==> config.mk <==
export PLATFORM = sky130hd
export DESIGN_NAME = serial_mag_cmp_flat
export DESIGN_NICKNAME = d
export VERILOG_FILES = /design/src/rtl/serial_mag_cmp_if.sv /design/src/rtl/serial_mag_cmp.sv /design/src/flat_wrapper.sv
export SDC_FILE = /design/constraint.sdc
export NUM_CORES = 1
export LEC_CHECK = 0
export CORE_UTILIZATION = 45
export CTS_CLUSTER_DIAMETER = 200
export DETAILED_ROUTE_END_ITERATION = 6
export GPL_TIMING_DRIVEN = 0
export PLACE_DENSITY = 0.76
export SYNTH_ARGS = -nofsm -noshare
export SYNTH_HDL_FRONTEND = slang
export SYNTH_SLANG_ARGS = --single-unit
export TNS_END_PERCENT = 10
==> constraint.sdc <==
create_clock -name clk -period 1.82 [get_ports clk]
set_clock_uncertainty 0.15 [all_clocks]
set_input_delay 0.364 -clock clk [delete_from_list [all_inputs] [get_ports clk]]
set_output_delay 0.364 -clock clk [all_outputs]
set_load 0.02 [all_outputs]
==> src/rtl/serial_mag_cmp_if.sv <==
// serial_mag_cmp_if: request/result bundle for the
// bit-serial magnitude comparator.
interface serial_mag_cmp_if #(
  parameter int WIDTH = 8
);
  logic             start;
  logic [WIDTH-1:0] a;
  logic [WIDTH-1:0] b;
  logic             e0;
  logic             g0;
  logic             busy;
  logic             done;
  logic             eq;
  logic             gt;

  modport master (
    output start, a, b, e0, g0,
    input  busy, done, eq, gt
  );

  modport slave (
    input  start, a, b, e0, g0,
    output busy, done, eq, gt
  );
endinterface

==> src/rtl/serial_mag_cmp.sv <==
// serial_mag_cmp: LSB-first 2-bit-digit serial
// magnitude comparator with cascade-in seeds.
module serial_mag_cmp #(
  parameter int WIDTH = 8
) (
  input  logic              clk,
  input  logic              rst,
  serial_mag_cmp_if.slave   bus
);
  localparam int DIGITS = WIDTH / 2;
  localparam int CW = $clog2(DIGITS) + 1;
  localparam logic [CW-1:0] LAST = CW'(DIGITS - 1);

  typedef enum logic [1:0] {
    IDLE,
    RUN,
    DONE
  } state_t;

  state_t           state_q, state_d;
  logic [WIDTH-1:0] a_q, a_d;
  logic [WIDTH-1:0] b_q, b_d;
  logic             e_q, e_d;
  logic             g_q, g_d;
  logic [CW-1:0]    cnt_q, cnt_d;
  logic             eq_q, eq_d;
  logic             gt_q, gt_d;

  logic [1:0] da;
  logic [1:0] db;
  logic       e_nx;
  logic       g_nx;

  assign da = a_q[1:0];
  assign db = b_q[1:0];

  // Running flags after the current digit; a later
  // (more significant) differing digit overrides.
  always_comb begin
    e_nx = e_q;
    g_nx = g_q;
    if (da != db) begin
      e_nx = 1'b0;
      g_nx = (da > db);
    end
  end

  // Next-state and datapath control.
  always_comb begin
    state_d = state_q;
    a_d     = a_q;
    b_d     = b_q;
    e_d     = e_q;
    g_d     = g_q;
    cnt_d   = cnt_q;
    eq_d    = eq_q;
    gt_d    = gt_q;
    unique case (state_q)
      IDLE, DONE: begin
        state_d = IDLE;
        if (bus.start) begin
          a_d     = bus.a;
          b_d     = bus.b;
          e_d     = bus.e0;
          g_d     = bus.g0;
          cnt_d   = '0;
          state_d = RUN;
        end
      end
      RUN: begin
        a_d   = a_q >> 2;
        b_d   = b_q >> 2;
        e_d   = e_nx;
        g_d   = g_nx;
        cnt_d = cnt_q + CW'(1);
        if (cnt_q == LAST) begin
          eq_d    = e_nx;
          gt_d    = g_nx;
          state_d = DONE;
        end
      end
      default: state_d = IDLE;
    endcase
  end

  // State and datapath registers, synchronous reset.
  always_ff @(posedge clk) begin
    if (rst) begin
      state_q <= IDLE;
      a_q     <= '0;
      b_q     <= '0;
      e_q     <= 1'b0;
      g_q     <= 1'b0;
      cnt_q   <= '0;
      eq_q    <= 1'b0;
      gt_q    <= 1'b0;
    end else begin
      state_q <= state_d;
      a_q     <= a_d;
      b_q     <= b_d;
      e_q     <= e_d;
      g_q     <= g_d;
      cnt_q   <= cnt_d;
      eq_q    <= eq_d;
      gt_q    <= gt_d;
    end
  end

  assign bus.busy = (state_q == RUN);
  assign bus.done = (state_q == DONE);
  assign bus.eq   = eq_q;
  assign bus.gt   = gt_q;
endmodule
==> src/flat_wrapper.sv <==
// flat-port wrapper written by rule: the top's interface ports become plain ports
module serial_mag_cmp_flat 
#(
  parameter int WIDTH = 8
)
  (clk, rst, bus_start, bus_a, bus_b, bus_e0, bus_g0, bus_busy, bus_done, bus_eq, bus_gt);
  serial_mag_cmp_if #(.WIDTH(WIDTH)) bus_i ();
  input  logic clk;
  input  logic rst;
  input wire logic [$bits(bus_i.start)-1:0] bus_start;
  input wire logic [$bits(bus_i.a)-1:0] bus_a;
  input wire logic [$bits(bus_i.b)-1:0] bus_b;
  input wire logic [$bits(bus_i.e0)-1:0] bus_e0;
  input wire logic [$bits(bus_i.g0)-1:0] bus_g0;
  output wire logic [$bits(bus_i.busy)-1:0] bus_busy;
  output wire logic [$bits(bus_i.done)-1:0] bus_done;
  output wire logic [$bits(bus_i.eq)-1:0] bus_eq;
  output wire logic [$bits(bus_i.gt)-1:0] bus_gt;
  assign bus_i.start = bus_start;
  assign bus_i.a = bus_a;
  assign bus_i.b = bus_b;
  assign bus_i.e0 = bus_e0;
  assign bus_i.g0 = bus_g0;
  assign bus_busy = bus_i.busy;
  assign bus_done = bus_i.done;
  assign bus_eq = bus_i.eq;
  assign bus_gt = bus_i.gt;
  serial_mag_cmp #(.WIDTH(WIDTH)) u_core (.clk(clk), .rst(rst), .bus(bus_i));
endmodule
### Word-level counts from Yosys, hierarchy flattened

Cells that the tools add are included.

* flip-flop bits (word level): 25
* word-level logic and storage cells: 36
* input bits: 21

* magnitude comparators: 1
* muxes and demuxes: 15
* eq/ne operators: 6
* reduce and logical (&&, ||, !) cells: 5
* $add $sub $neg: 1

Operators by type and width (count)
* 8-bit case mux with 2 select lines: 2
* 8-bit two-way mux: 2
* 3-bit case mux with 2 select lines: 1
* 1-bit two-way mux: 5
* 1-bit case mux with 2 select lines: 2
* 2-bit case mux with 2 select lines: 1
* 2-bit AND reduction: 2
* 3-bit by 1-bit adder with 3-bit output, second input constant: 1
* 3-bit by 2-bit == test with 1-bit output, second input constant: 1
* 3-bit two-way mux: 1
* 2-bit by 1-bit == test with 1-bit output, second input constant: 1
* 2-bit == test, second input constant: 1
* 2-bit > comparator: 1
* 2-bit logical NOT: 1
* 2-bit two-way mux: 1
* 2-bit by 1-bit != test with 1-bit output, second input constant: 1
* 2-bit != test: 1
* 2-bit != test, second input constant: 1
* 2-bit nonzero test: 1
* 2-bit OR reduction: 1

### Depth between registers and ports, before layout

Gate-level depths: netlist of the first run.

* depth after elaboration: 4
* depth in mapped cells: 6

### Worst setup path after synthesis of the first run

No wires, ideal clock.

* kind: reg2reg
* start point: reg u_core.a_q[0]
* end point: reg u_core.gt_q (netlist: u_core.bus.gt)
* stages on the path, launching flop included: 7
* buffers on the path: 0
* arrival: 1062 ps
* library setup time: 133 ps
* data required time: 1537 ps
* path slack: 476 ps
* cell sequence: dfxtp_1 inv_1 ha_1 nand2b_1 a21o_1 nand4_1 a21oi_1

* longest elaborated chain between the ends: 2

Ends and longest elaborated chain
* from (decl): line serial_mag_cmp.sv:21 `logic [WIDTH-1:0] a_q, a_d;`
* from (signal assigned): line serial_mag_cmp.sv:90 `a_q <= '0;`
* from (signal assigned): line serial_mag_cmp.sv:99 `a_q <= a_d;`
* 2-bit > comparator or 2-bit != test (tied branches): line serial_mag_cmp.sv:44, serial_mag_cmp.sv:42
* 1-bit two-way mux *: line serial_mag_cmp.sv:42 `if (da != db) begin`
* to (signal assigned): line serial_mag_cmp.sv:105 `gt_q <= gt_d;`
* to (decl): line serial_mag_cmp.sv:27 `logic gt_q, gt_d;`

Mark *: on every way between the ends. The rest lies on a longest branch, timed or not.
A chain may end at the register's enable or synchronous reset.

### Final worst setup path of the first run

* start point: reg u_core.state_q[1]
* end point: out bus_busy

* longest elaborated chain between the ends: 1

Ends and longest elaborated chain
* from (decl): line serial_mag_cmp.sv:20 `state_t state_q, state_d;`
* from (signal assigned): line serial_mag_cmp.sv:98 `state_q <= state_d;`
* 2-bit by 1-bit == test with 1-bit output: line serial_mag_cmp.sv:109 `assign bus.busy = (state_q == RUN);`
* to (decl): line flat_wrapper.sv:15 `output wire logic [$bits(bus_i.busy)-1:0] bus_busy;`

No other way between the ends.

==> results of run 1 <==
==> cells in the mapped netlist <==
master / instances / area, um2
mux2i_1: 10 / 100
buf_6: 1 / 11.3
nor3_1: 2 / 10.0
a21o_1: 1 / 7.51
nand2_1: 4 / 15.0
inv_1: 3 / 11.3
nor2_4: 1 / 11.3
nand3_1: 2 / 10.0
nand2b_1: 2 / 12.5
and3_1: 2 / 12.5
o21ai_0: 1 / 5.00
buf_4: 2 / 15.0
buf_2: 1 / 5.00
nor2b_1: 1 / 6.26
ha_1: 4 / 50.1
a22oi_1: 6 / 45.0
nor2_1: 27 / 101
a211oi_1: 12 / 90.1
inv_4: 1 / 6.26
buf_12: 1 / 20.0
a21oi_1: 6 / 30.0
clkbuf_1: 4 / 15.0
nand3b_1: 1 / 7.51
dfxtp_1: 25 / 500
nand4_1: 1 / 6.26
nor2b_2: 1 / 8.76
==> logic make-up (layout without fill, tap and decap cells) <==
logic type                 Yosys count  count (layout)  share of synthesized area
AOI/OAI and AO/OA                   26              26                      0.160
adders and majority gates            4               4                     0.0449
buffers and inverters               13              40                     0.0753
DFF                                 25              25                      0.449
muxes                               10              10                     0.0899
and+or+nand+nor                     44              44                      0.181
==> state kept, by name, indices dropped and copies added (netlist names) <==
signal / flops
u_core.bus.gt: 1
u_core.a_q: 8
u_core.b_q: 8
u_core.bus.eq: 1
u_core.e_q: 1
u_core.cnt_q: 3
u_core.state_q: 2
u_core.g_q: 1
==> cell type report <==
cell class                 count  area share
buffer                         9      0.0472
clock buffer                   4      0.0187
inverter                       4      0.0125
multi-input combinational     84       0.377
sequential                    25       0.357
tap                           28      0.0250
timing repair buffer          23       0.163
==> routing by layer <==
layer  share of wire  routed length (um)  GRT usage
met5               0                   0          0
met2            0.50                1220      0.383
met1            0.43                1040      0.233
met3           0.045                 110     0.0380
met4           0.022                  53      0.113
==> layout by cell type (no fill, tap or decap), types with 2 or more instances in the layout <==
master           netlist  final
clkdlybuf4s50_1        0     19
a211oi_1              12     12
nor3_1                 2      2
nor2_1                27     27
dfxtp_1               25     25
dlymetal6s2s_1         0      2
a21oi_1                6      6
nand2_1                4      4
mux2i_1               10     10
nand3_1                2      2
a22oi_1                6      6
clkbuf_4               0      3
buf_2                  1      2
buf_4                  2      2
inv_1                  3      3
clkbuf_1               4      5
ha_1                   4      4
and3_1                 2      2
nand2b_1               2      2
==> per-stage QoR <==
step	cells	setup TNS [ns]	power [mW]
global route	177	0	1.15
finish	177	0	1.09
global placement	173	-0.113	0.851
detailed placement	173	-0.143	0.859
CTS	177	0	1.10
floorplan	122	0	0.775
==> repair_timing <==
item	4_1_cts	5_1_grt
setup buffers	0	0
endpoints found under the setup margin	2	2
cloned	0	0
gates resized for setup	5	2
==> power by group through the flow <==
stage               sequential [mW]  combinational (mW)  clock, mW
floorplan                     0.615               0.161          0
global placement              0.619               0.233          0
detailed placement            0.620               0.239          0
CTS                           0.608               0.240      0.248
global route                  0.613               0.266      0.271
finish                        0.609               0.239      0.245
==> worst max-delay path by stage <==
stage | slack [ns] | from | endpoint
CTS | 0.03 | u_core.bus.eq | bus_eq
floorplan | 0.48 | u_core.a_q[0] | u_core.bus.gt
global route | 0.002 | u_core.state_q[1] | bus_busy
global placement | -0.06 | bus_start | u_core.b_q[1]
finish | 0.06 | u_core.state_q[1] | bus_busy
detailed placement | -0.07 | bus_start | u_core.b_q[1]
==> results_dict.tcl, run 1 <==
set metrics [dict create \
    status "complete, no violations" \
    critical_path_class "reg2out" \
    wire_per_inst_um 13.7 \
    design_area_um2 1400 \
    cts_buffers 3 \
    dp_slack_ns -0.0663 \
    gr-total-overflow 0 \
    regArea_um2 500 \
    reg2reg_depth 4 \
    avgSynthCellArea_um2 9.13 \
    finalHoldViolCount 0 \
    power_frac_clock 0.224 \
    synth_area_um2 1110 \
    initialDrtViolationCount 16 \
    clk_path_buf_depth 2 \
    fill_cells 200 \
    ys_seq_area_frac 0.449 \
    worst_slew_margin_rel 0.688 \
    intPower_mw 0.794 \
    cap_viol_max_count 0 \
    worstPathRequired_ns 1.31 \
    hp-class "in2reg" \
    initial_core_util 0.489 \
    cp_max_fo 10 \
    grt_antenna_before_repair 0 \
    multi_input_area_um2 529 \
    area_growth_pct 26.1 \
    rows 17 \
    fp.coreArea_um2 2280 \
    crit_chain "nand2b_1, buf_4, inv_4, buf_2" \
    holdPathEnd "u_core.b_q[4]" \
    layout-drive-gt1-share 0.0805 \
    synth_warnings 0 \
    die-area_um2 2680 \
    grt_pass1_wl_mm 4.10 \
    cts_root_buf "clkbuf_4" \
    ant_nets 0 \
    rsz0062_at_grt "false" \
    slowest_delay_ns 0.33 \
    drc_errors 0 \
    cp_num_cells 4 \
    cts_tree "done" \
    crit_family "buffers and inverters" \
    dr.pass1.iters 4 \
    synth_seq_cells 25 \
    ys_types 26 \
    htreeDepth 1 \
    min-delay-start "rst" \
    p_per_area_nw_per_um2 778 \
    drt-total-wl_mm 2.42 \
    hold_depth 2 \
    nets 175 \
    cp_slowest_cell "dfxtp_1" \
    cp-end-kind "primary output" \
    fmax_mhz 569 \
    slew_viol_final 0 \
    timing.hold.ws_ns 0.256 \
    numPortBuffers 23 \
    placed_area_um2 1380 \
    insertedDiodeCount 0 \
    die_w_um 51.7 \
    synthCells 122 \
    fin_util 0.617 \
    rrSetupSlack_ns 0.37 \
    num_io_pins 25 \
    gp_congestion 0.762 \
    sw_frac_of_total 0.273 \
    timing.final.crit_period_ns 1.76 \
    hold_buffers 0 \
    r2r-start "u_core.state_q[1]" \
    path_buf_inv 3 \
    critPathArrivalTime_ns 1.24 \
    via_per_inst 5.41 \
    die_h_um 51.7 \
    hpwl_mm 1.80 \
    comb_power_share 0.219 \
    clk_latency_ns 0.31 \
    power.leakage_nw 0.607 \
    worstReg2RegEnd "u_core.b_q[5]" \
    numClockSinks 25 \
    worst_setup_path_start_kind "register" \
    clk_pin_slew_ns 0.13 \
    grt_pass1_vias 982 \
    fin_crit_sh 0.965 \
    switchingPower_mw 0.298 \
    setup_slack_ns 0.0628 \
    p_seq_frac 0.557 \
    vdd_drop_max_uv 412 \
    setup_viol 0 \
    route.vias.total 957 \
    grt_max_degree 14 \
    grt_util_all_layers 0.212 \
    tightestPinTransition_ns 0.468 \
    syn-num-nets 147 \
]
Power figures use the tool's default switching activity.
==> run 2, diff against run 1 <==
- CTS_CLUSTER_SIZE: unset -> 8
- GPL_TIMING_DRIVEN: 0 -> unset
==> run 2 against run 1 <==
Against the previous run: die area is the same; largest power group unchanged; fmax rose by 3.5%; combinational power shrank 3%; total power up 0.85%; sequential power barely moved; critical path depth fell by 1.
==> results_dict.tcl, run 2 (synthesis results as in run 1) <==
set metrics [dict create \
    fp.coreArea_um2 2280 \
    status "complete, no violations" \
    multi_input_area_um2 529 \
    htreeDepth 1 \
    numClockSinks 25 \
    hold_buffers 0 \
    clk_path_buf_depth 2 \
    insertedDiodeCount 0 \
    final_cell_count_no_fill 173 \
    tightestPinTransition_ns 0.257 \
    grt_util_all_layers 0.179 \
    reg2reg_depth 6 \
    die_w_um 51.7 \
    cp_max_fo 2 \
    grt_max_degree 26 \
    hp-class "reg2reg" \
    numPortBuffers 24 \
    hold_depth 2 \
    cts_setup_buffers 0 \
    finalSetupTns_ns 0 \
    path_buf_inv 2 \
    fmax_mhz 589 \
    hpwl_mm 1.53 \
    dr.pass1.iters 4 \
    setup_viol 0 \
    critical_path_class "reg2out" \
    die_h_um 51.7 \
    clk_pin_slew_ns 0.14 \
    crit_chain "nand2b_1, inv_4, clkdlybuf4s15_1" \
    rows 17 \
    drc_errors 0 \
    cp_slowest_cell "dfxtp_1" \
    route.vias.total 887 \
    final_common_cell "nor2_1" \
    cp-end-kind "primary output" \
    slew_viol_final 0 \
    fill_cells 208 \
    fin_crit_sh 0.933 \
    largest_registers "u_core.a_q: 8 flops, u_core.b_q: 8 flops, u_core.cnt_q: 3 flops" \
    worst_slew_margin_rel 0.828 \
    gp_congestion 0.766 \
    worstPathRequired_ns 1.31 \
    initial_core_util 0.489 \
    design_area_um2 1400 \
    ant_nets 0 \
    drt-total-wl_mm 2.21 \
    critPathArrivalTime_ns 1.18 \
    grt_pass1_vias 852 \
    num_io_pins 25 \
    grt_pass1_wl_mm 3.56 \
    nets 171 \
    p_per_area_nw_per_um2 787 \
    slowest_delay_ns 0.33 \
    via_per_inst 5.13 \
    rsz0062_at_grt "false" \
    worst_setup_path_start_kind "register" \
    placed_area_um2 1370 \
    regArea_um2 500 \
    cap_viol_max_count 0 \
    cts_root_buf "clkbuf_4" \
    cts_resized 2 \
    dp_cells 169 \
    timing.final.crit_period_ns 1.70 \
    timing.hold.ws_ns 0.310 \
    finalHoldViolCount 0 \
    die-area_um2 2680 \
    cts_tree "done" \
    area_growth_pct 25.7 \
    clk_latency_ns 0.32 \
    layout-drive-gt1-share 0.0759 \
    cts_buffers 3 \
    cp_num_cells 3 \
    grt_antenna_before_repair 0 \
    power.leakage_nw 0.605 \
    mostFrequentLayoutCells "nor2_1 (27), dfxtp_1 (25), clkdlybuf4s50_1 (20)" \
    vdd_drop_max_uv 555 \
    initialDrtViolationCount 13 \
    crit_family "buffers and inverters" \
    wire_per_inst_um 12.8 \
    gr-total-overflow 0 \
    p_total_mw 1.10 \
]
-- run 2: report_power, final --
part	internal, mW	total (mW)	switching, mW
Combinational	0.119	0.231	0.112
Sequential	0.588	0.608	0.0205
Clock	0.0895	0.263	0.173
Total	0.796	1.10	0.306
-- run 2: layout make-up --
| cell class | instances | area share |
|---|---|---|
| multi-input cells | 84 | 0.378 |
| flip-flops and latches | 25 | 0.357 |
| repair buffers | 28 | 0.205 |
| well taps | 28 | 0.0250 |
| clock buffers | 3 | 0.0161 |
| inverters | 4 | 0.0125 |
| clock inverters | 1 | 0.00626 |
-- run 2: metal layers --
metal | vias up | part of all wire | global-route usage
met5 | - | 0 | 0
li1 | 469 | - | -
met2 | 14 | 0.47 | 0.301
met3 | 2 | 0.039 | 0.0526
met4 | 0 | 0.0041 | 0.0405
met1 | 402 | 0.49 | 0.225
-- run 2: worst paths after layout --
path,slack (ns),endpoint,start
setup / recovery,0.12,bus_busy,u_core.state_q[1]
hold / removal,0.31,u_core.bus.eq,u_core.bus.eq
setup reg to reg,0.38,u_core.bus.gt,u_core.a_q[0]
hold reg to reg,0.31,u_core.bus.eq,u_core.bus.eq
-- run 2: tightest hold or removal path: cells and delay by family, from the launching register on --
kind,cells,cell delay [ns]
AO/OA/AOI/OAI,1,0.05
AND/OR/NAND/NOR,1,0.05
flip-flops,1,0.33
-- run 2: through the flow --
step                setup slack (ns)   util
floorplan                      0.476      -
global placement              0.0567  0.600
detailed placement           0.00902  0.600
CTS                          0.00307  0.612
global route                  0.0293  0.615
finish                         0.122  0.615
